**config.mk**
```make
export PLATFORM = sky130hd
export DESIGN_NAME = fc_neuron_stream
export DESIGN_NICKNAME = d
export VERILOG_FILES = /design/src/rtl/fc_pkg.sv /design/src/rtl/fc_lane_dot.sv /design/src/rtl/fc_neuron_stream.sv
export SDC_FILE = /design/constraint.sdc
export NUM_CORES = 2
export LEC_CHECK = 0
export BUFFER_PORTS_ARGS = -buffer_cell sky130_fd_sc_hd__buf_2
export CORE_ASPECT_RATIO = 1.5
export CORE_UTILIZATION = 30
export CTS_CLUSTER_SIZE = 40
export DETAILED_ROUTE_END_ITERATION = 10
export PLACE_DENSITY = 0.53
export SYNTH_ARGS = -nofsm -noshare
export SYNTH_HDL_FRONTEND = slang
export SYNTH_HIERARCHICAL = 1
export SYNTH_SLANG_ARGS = --single-unit
```
**constraint.sdc**
```tcl
create_clock -name clk -period 19.38 [get_ports clk]
set_input_delay 0.969 -clock clk [delete_from_list [all_inputs] [get_ports clk]]
set_output_delay 0.969 -clock clk [all_outputs]
set_load 0.1 [all_outputs]
```
**src/rtl/fc_pkg.sv**
```systemverilog
// fc_pkg: width helpers, state type and output saturation for fc_neuron_stream
package fc_pkg;
  typedef enum logic [1:0] {IDLE, ACCUM, BIAS, OUT} state_t;
  function automatic int clog2(input int v);
    int r;
    r = 0;
    while ((1 << r) < v) r++;
    return r;
  endfunction
  function automatic int acc_width(input int in_w, input int w_w, input int n_in);
    return in_w + w_w + clog2(n_in) + 1;
  endfunction
  function automatic logic signed [127:0] saturate(input logic signed [127:0] v, input int w);
    logic signed [127:0] hi;
    hi = (128'sd1 <<< (w - 1)) - 128'sd1;
    return v > hi ? hi : v < ~hi ? ~hi : v;
  endfunction
endpackage

```
**src/rtl/fc_lane_dot.sv**
```systemverilog
// fc_lane_dot: combinational LANES-wide signed multiply and sum into an ACC_W-wide beat total
module fc_lane_dot
  import fc_pkg::*;
#(
  parameter int LANES = 4,
  parameter int IN_W  = 30,
  parameter int W_W   = 9,
  parameter int ACC_W = 52
) (
  input  logic [LANES*IN_W-1:0]   in_data,
  input  logic [LANES*W_W-1:0]    w_data,
  output logic signed [ACC_W-1:0] sum
);
  localparam int P_W = IN_W + W_W;
  logic signed [P_W-1:0] prod [LANES];
  for (genvar g = 0; g < LANES; g++) begin : g_lane
    assign prod[g] = P_W'($signed(in_data[g*IN_W +: IN_W])) * P_W'($signed(w_data[g*W_W +: W_W]));
  end
  always_comb begin
    sum = '0;
    for (int l = 0; l < LANES; l++) sum = sum + ACC_W'(prod[l]);
  end
endmodule

```
**src/rtl/fc_neuron_stream.sv**
```systemverilog
// fc_neuron_stream: streamed FC neuron sum(x*w)+b with saturated output; define FC_RELU_EN to clamp negatives to 0
module fc_neuron_stream
  import fc_pkg::*;
#(
  parameter int N_IN  = 3136,
  parameter int LANES = 4,
  parameter int IN_W  = 30,
  parameter int W_W   = 9,
  parameter int B_W   = 9,
  parameter int OUT_W = 38
) (
  input  logic                    clk,
  input  logic                    rst,
  input  logic                    start,
  input  logic signed [B_W-1:0]   bias,
  input  logic                    in_valid,
  output logic                    in_ready,
  input  logic [LANES*IN_W-1:0]   in_data,
  input  logic [LANES*W_W-1:0]    w_data,
  output logic                    out_valid,
  input  logic                    out_ready,
  output logic signed [OUT_W-1:0] out_data,
  output logic                    busy
);
  localparam int ACC_W = acc_width(IN_W, W_W, N_IN);
  localparam int BEATS = N_IN / LANES;
  localparam int CW    = clog2(BEATS) + 1;
  state_t state;
  logic signed [ACC_W-1:0] acc, beat_sum, acc_b;
  logic signed [B_W-1:0] bias_r;
  logic [CW-1:0] cnt;
  logic signed [OUT_W-1:0] sat, res;
  fc_lane_dot #(.LANES(LANES), .IN_W(IN_W), .W_W(W_W), .ACC_W(ACC_W)) u_dot (
    .in_data(in_data),
    .w_data(w_data),
    .sum(beat_sum)
  );
  assign acc_b = acc + ACC_W'(bias_r);
  assign sat = OUT_W'(saturate(128'(acc_b), OUT_W));
`ifdef FC_RELU_EN
  assign res = sat[OUT_W-1] ? '0 : sat;
`else
  assign res = sat;
`endif
  always_ff @(posedge clk) begin
    if (rst) begin
      state     <= IDLE;
      in_ready  <= 1'b0;
      out_valid <= 1'b0;
      out_data  <= '0;
      busy      <= 1'b0;
      acc       <= '0;
      cnt       <= '0;
      bias_r    <= '0;
    end else begin
      case (state)
        IDLE: if (start) begin
          bias_r   <= bias;
          acc      <= '0;
          cnt      <= '0;
          in_ready <= 1'b1;
          busy     <= 1'b1;
          state    <= ACCUM;
        end
        ACCUM: if (in_valid && in_ready) begin
          acc <= acc + beat_sum;
          cnt <= cnt + CW'(1);
          if (cnt == CW'(BEATS - 1)) begin
            in_ready <= 1'b0;
            state    <= BIAS;
          end
        end
        BIAS: begin
          acc       <= acc_b;
          out_data  <= res;
          out_valid <= 1'b1;
          state     <= OUT;
        end
        OUT: if (out_ready) begin
          out_valid <= 1'b0;
          busy      <= 1'b0;
          state     <= IDLE;
        end
        default: state <= IDLE;
      endcase
    end
  end
endmodule

```
# Yosys cells after proc, flatten, opt, wreduce, memory -nomap -nowiden
# Index checks and enable logic that the tools add are counted.
# word_totals
ff_bits	115
out_inout_bits	41
# op_classes
add_sub_neg	6
mul	4
n_lt_le_gt_ge	2
n_eq_ne	8
muxes	20
reduce_logical	13
# op_table
op	count
30-bit by 9-bit multiplier with 39-bit output	4
52-bit one-hot mux with 3 select lines	1
52-bit two-way mux	2
38-bit two-way mux	2
52-bit by 39-bit adder with 52-bit output	1
52-bit adder	1
52-bit by 9-bit adder with 52-bit output	1
52-bit by 38-bit > comparator with 1-bit output (second input constant)	1
52-bit by 38-bit < comparator with 1-bit output (second input constant)	1
40-bit by 39-bit adder with 41-bit output	1
39-bit by 39-bit adder with 40-bit output	1
11-bit two-way mux	2
11-bit one-hot mux with 2 select lines	1
11-bit by 1-bit adder with 11-bit output (second input constant)	1
11-bit by 10-bit equality test with 1-bit output (second input constant)	1
3-bit AND reduction	3
2-bit two-way mux	4
2-bit != test (second input constant)	4
2-bit one-hot mux with 4 select lines	1
4-bit AND reduction	2
1-bit one-hot mux with 2 select lines	3
2-bit nonzero test	3
2-bit equality test (second input constant)	2
1-bit two-way mux	4
5 further kinds	6

# Depth between registers and ports, before layout
# depth
ltp_word	7
mapped_depth	40
depth_no_buf	37

# Hierarchy
# Netlist, hierarchy kept.
# by_module_without_submodules
mod	instances	cells_per_inst	area_each_um2	seq_area_each_um2
fc_lane_dot	1	3882	35962.0	0.0
fc_neuron_stream	1	1507	11094.4	2302.2

# Least setup slack after synthesis
# Ideal clock, no wire load.
# synth_timing
path_type	in2reg
from	input port w_data[0]
to	register acc[47]
arrival_time_ns	9.872
required_ns	19.247
setup_slack_ns	9.375
path_stages	36
path_buffers	1
cell_sequence	clkbuf_1 -> nand2_1 -> fa_1 -> inv_1 -> fa_1 -> inv_1 -> fa_1 -> inv_1 -> fa_1 -> inv_1 -> fa_1 -> inv_1 -> fa_1 -> fa_1 -> inv_1 -> fa_1 -> inv_1 -> ha_1 -> and2_1 -> o41ai_2 -> a311oi_1 -> or3_4 -> a21oi_2 -> nor4_1 -> a311oi_1 -> ha_1 -> a21o_1 -> a21o_1 -> a21oi_1 -> o21ai_0 -> a221o_1 -> o2111a_1 -> or4b_2 -> a21oi_1 -> xor2_1 -> o22ai_1
# synth_via
elab_chain_len	7
# synth_rtl
item	line	source
from (decl)	fc_neuron_stream.sv:19	input logic [LANES*W_W-1:0] w_data,
30-bit by 9-bit multiplier with 39-bit output	fc_lane_dot.sv:17	assign prod[g] = P_W'($signed(in_data[g*IN_W +: IN_W])) * P_W'($signed(w_data[g*W_W +: W_W]));
39-bit by 39-bit adder with 40-bit output	fc_lane_dot.sv:21	for (int l = 0; l < LANES; l++) sum = sum + ACC_W'(prod[l]);
40-bit by 39-bit adder with 41-bit output	fc_lane_dot.sv:21	
52-bit by 39-bit adder with 52-bit output	fc_lane_dot.sv:21	
named net beat_sum[34]	fc_neuron_stream.sv:29	logic signed [ACC_W-1:0] acc, beat_sum, acc_b;
52-bit adder	fc_neuron_stream.sv:66	acc <= acc + beat_sum;
52-bit two-way mux	fc_neuron_stream.sv:65	ACCUM: if (in_valid && in_ready) begin
52-bit one-hot mux with 3 select lines	fc_neuron_stream.sv:56	case (state)
to (signal assigned)	fc_neuron_stream.sv:66	
to (decl)	fc_neuron_stream.sv:29	
# The timed path passes the listed nets, and every way through them passes these cells. The select of a mux whose other input is x is not followed.
# A chain may end at the register's enable or synchronous reset.

# Worst setup path after layout
# Same ends and word-level chain as after synthesis.

==> results.txt <==
----------------------------------------------------
[Critical path]
  Worst r2r path cells ... 12
  CP Launch Point ... w_data[0]
  Cell depth of the worst setup path ... 38
  Reg-to-reg endpoint ... out_data[10]$_SDFFE_PP0P_
  Worst flop-to-flop path startpoint ... bias_r[8]$_SDFFE_PP0P_
  Highest-delay cell along the critical path ... or4b_2
  Kind of cell adding the most delay to the critical path ... adder cells
  Critical Path Most Common Cell ... fa_1
  Delay contributed by the slowest stage of the critical path ... 0.61 ns
  Type of element capturing the critical path ... flop
  Worst reg-to-reg setup slack ... 13.75 ns
  Required time of the critical path ... 19.68 ns
  CP Data Arrival Time ... 11.38 ns
  Worst Setup Path Type ... primary input to flop
  Crit path max fanout ... 30
  Setup crit start kind ... primary input
  Number of buffers and inverters on the critical path ... 8
  Termination of the worst setup path ... acc[47]$_SDFFE_PP0P_

[Floorplanning]
  Rows ... 177
  Die Wd ... 325 um
  Number of primary I/O pins ... 211
  Total core area ... 0.155 mm2
  Height of the die ... 487 um
  Total Die Area ... 0.158 mm2
  Starting density of the core ... 0.303

[Global routing]
  Largest net degree at the start of global routing ... 59
  Grt ovf ... 0
  Vias in the first global route ... 39.7k
  Global router's overall resource usage ... 0.178
  Number of antenna violations at the first check in global routing ... 24
  Wire length of the first global-routing pass ... 224000 um

[Clock network]
  Maximum level of the CTS H-tree ... 4
  Skew-Pair Late Insertion Delay ... 0.45 ns
  Number of buffers created by CTS ... 17
  Hold buffers post-CTS ... 0
  Cell chosen for the clock root ... clkbuf_16
  CTS tree ... yes
  Clock slew seen by the registers of the worst setup and hold paths ... 0.06 ns
  Maximum clock insertion buffer count ... 2
  PostCTS Resize Cnt ... 0
  Number of post-CTS setup repair buffers ... 0
  Number of sinks handled by clock tree synthesis ... 115

[Timing]
  Maximum achievable frequency ... 0.0902 GHz
  Measured slew at the worst slew-check pin ... 1.14 ns
  Fin crit share ... 0.572
  Final count of hold timing violations ... 0
  Worst slew margin ... 0.236
  Setup TNS ... 0 ns
  Final max-slew violation count ... 0
  RSZ-0062 raised after global routing ... no
  Post-route worst hold slack ... 0.459 ns
  Min Clock Period, post-route ... 11.08 ns
  Clock Skew ... 0.0114 ns
  Final count of negative-setup-slack endpoints ... 0

[Placed design]
  Routability congestion estimate ... 0.913
  HPWL after detailed placement ... 124000 um
  Placed cells ... 7401
  Quantity of I/O buffers inserted on ports ... 210

[Finish]
  Area of the multi-input gates ... 0.0394 mm2
  Combined flip-flop and latch cell area ... 0.00230 mm2
  Share of cells above drive strength 1 ... 0.0543
  Total Nets Final ... 6902
  Non-filler cells in the finished layout ... 7433
  Number of inserted filler cells in the final layout ... 16.5k
  Layout Area Growth over Synthesis ... 6.83%
  Final antenna diode count ... 0

[Synthesis]
  Per-instance average area after synthesis ... 8.73 um2
  Most area-consuming cells after synthesis ... fa_1, inv_1, ha_1
  Share of the synthesized area in the top cell type ... 0.475
  Warning count from the yosys run ... 6
  Primary FF master, synth ... dfxtp_1
  Post-synth cell types ... 93
  Number of synthesized flops with an enable pin ... 0
  Gate Count Post-Synth ... 5389
  Count of state elements after synthesis ... 115
  List of most frequent post-synthesis cells ... inv_1, fa_1, nand2_1
  Fraction of the yosys area taken by sequential cells ... 0.0489
  Post-synthesis instance area ... 0.0471 mm2
  Post-synthesis async set-or-reset flop share ... 0
  Syn nets ... 6929
  Most instantiated library cell after synthesis ... inv_1
  Largest area contributor in the netlist ... fa_1

[Route]
  Vias per std cell ... 4.78
  Antenna Nets Post-Route ... 0
  Routed via count ... 35.5k
  Drt initial violations ... 1367
  Routed wire length per instance ... 18.6 um
  Initial DRT Pass Iterations ... 7
  Drt drc ... 0
  Final wirelength ... 138000 um

[Outcome]
  Outcome ... finished, final reports clean

[Run]
  Max-cap check violation count ... 0

[Min path]
  Kind of path behind the tightest hold check ... flop to flop

----------------------------------------------------
metrics by stage:
stage	setup WS, ns	util	area [um2]
final	8.30	0.323	50300
after global routing	7.73	0.323	50300
after CTS	8.32	0.323	50300
after detailed placement	7.90	0.319	49700
after global placement	7.80	0.319	49700
after floorplan	9.37	-	47100
worst min-delay path by stage:
stage / from / to / slack (ns) / cells after the start
finish: bias_r[0]$_SDFFE_PP0P_ / bias_r[0]$_SDFFE_PP0P_ / 0.46 / 2
global placement: bias_r[8]$_SDFFE_PP0P_ / bias_r[8]$_SDFFE_PP0P_ / 0.45 / 2
CTS: bias_r[0]$_SDFFE_PP0P_ / bias_r[0]$_SDFFE_PP0P_ / 0.46 / 2
floorplan: bias_r[0]$_SDFFE_PP0P_ / bias_r[0]$_SDFFE_PP0P_ / 0.44 / 2
global route: out_data[14]$_SDFFE_PP0P_ / out_data[14]$_SDFFE_PP0P_ / 0.50 / 1
detailed placement: bias_r[0]$_SDFFE_PP0P_ / bias_r[0]$_SDFFE_PP0P_ / 0.46 / 2
worst min-delay path: stages, from the launching register on:
cell	delay [ns]
dfxtp_1	0.31
nand2_1	0.05
a21oi_1	0.05
routing by layer:
| layer | wire [um] | track usage | part of all wire |
|---|---|---|---|
| met1 | 58000 | 0.221 | 0.42 |
| met2 | 71800 | 0.329 | 0.52 |
| met3 | 5870 | 0.0246 | 0.042 |
| met4 | 2350 | 0.0312 | 0.017 |
| met5 | 262 | 0 | 0.0019 |
sequential cells by signal (all words and copies together) (netlist names):
signal / flops
acc: 52
out_data: 38
cnt: 11
bias_r: 9
state: 2
busy: 1
in_ready: 1
out_valid: 1
area by class of cell:
| class | count | share of cell area |
|---|---|---|
| multi-input cells | 3865 | 0.783 |
| inverters | 1139 | 0.0850 |
| well taps | 2058 | 0.0512 |
| flip-flops and latches | 115 | 0.0458 |
| repair buffers | 224 | 0.0230 |
| clock buffers | 19 | 0.00861 |
| clock inverters | 13 | 0.00343 |
cell usage in the layout, fill, tap and decap left out, types with 26 or more instances in the layout:
cell type / n
a211oi_1: 31
a21o_1: 52
a21oi_1: 208
a22o_1: 29
a31oi_1: 26
and2_1: 380
buf_2: 210
dfxtp_1: 115
fa_1: 1117
ha_1: 252
inv_1: 1139
nand2_1: 829
nand2b_1: 87
nand3_1: 49
nand4_1: 36
nor2_1: 137
nor2b_1: 67
o21ai_0: 96
xnor2_1: 88
xor2_1: 48
kinds of logic (layout without fill, tap and decap cells):
logic type | Yosys count | count (layout) | synth area share
simple gates | 1705 | 1705 | 0.176
buf+inv | 1409 | 1395 | 0.115
fa+ha+maj | 1370 | 1370 | 0.542
compound gates | 647 | 647 | 0.0909
xor+xnor | 136 | 136 | 0.0253
flops | 115 | 115 | 0.0489
mux | 7 | 7 | 0.00168
Power is left out: the tool's default activity adds up to more than one toggle a clock period on the data nets, which glitch-free logic cannot reach.
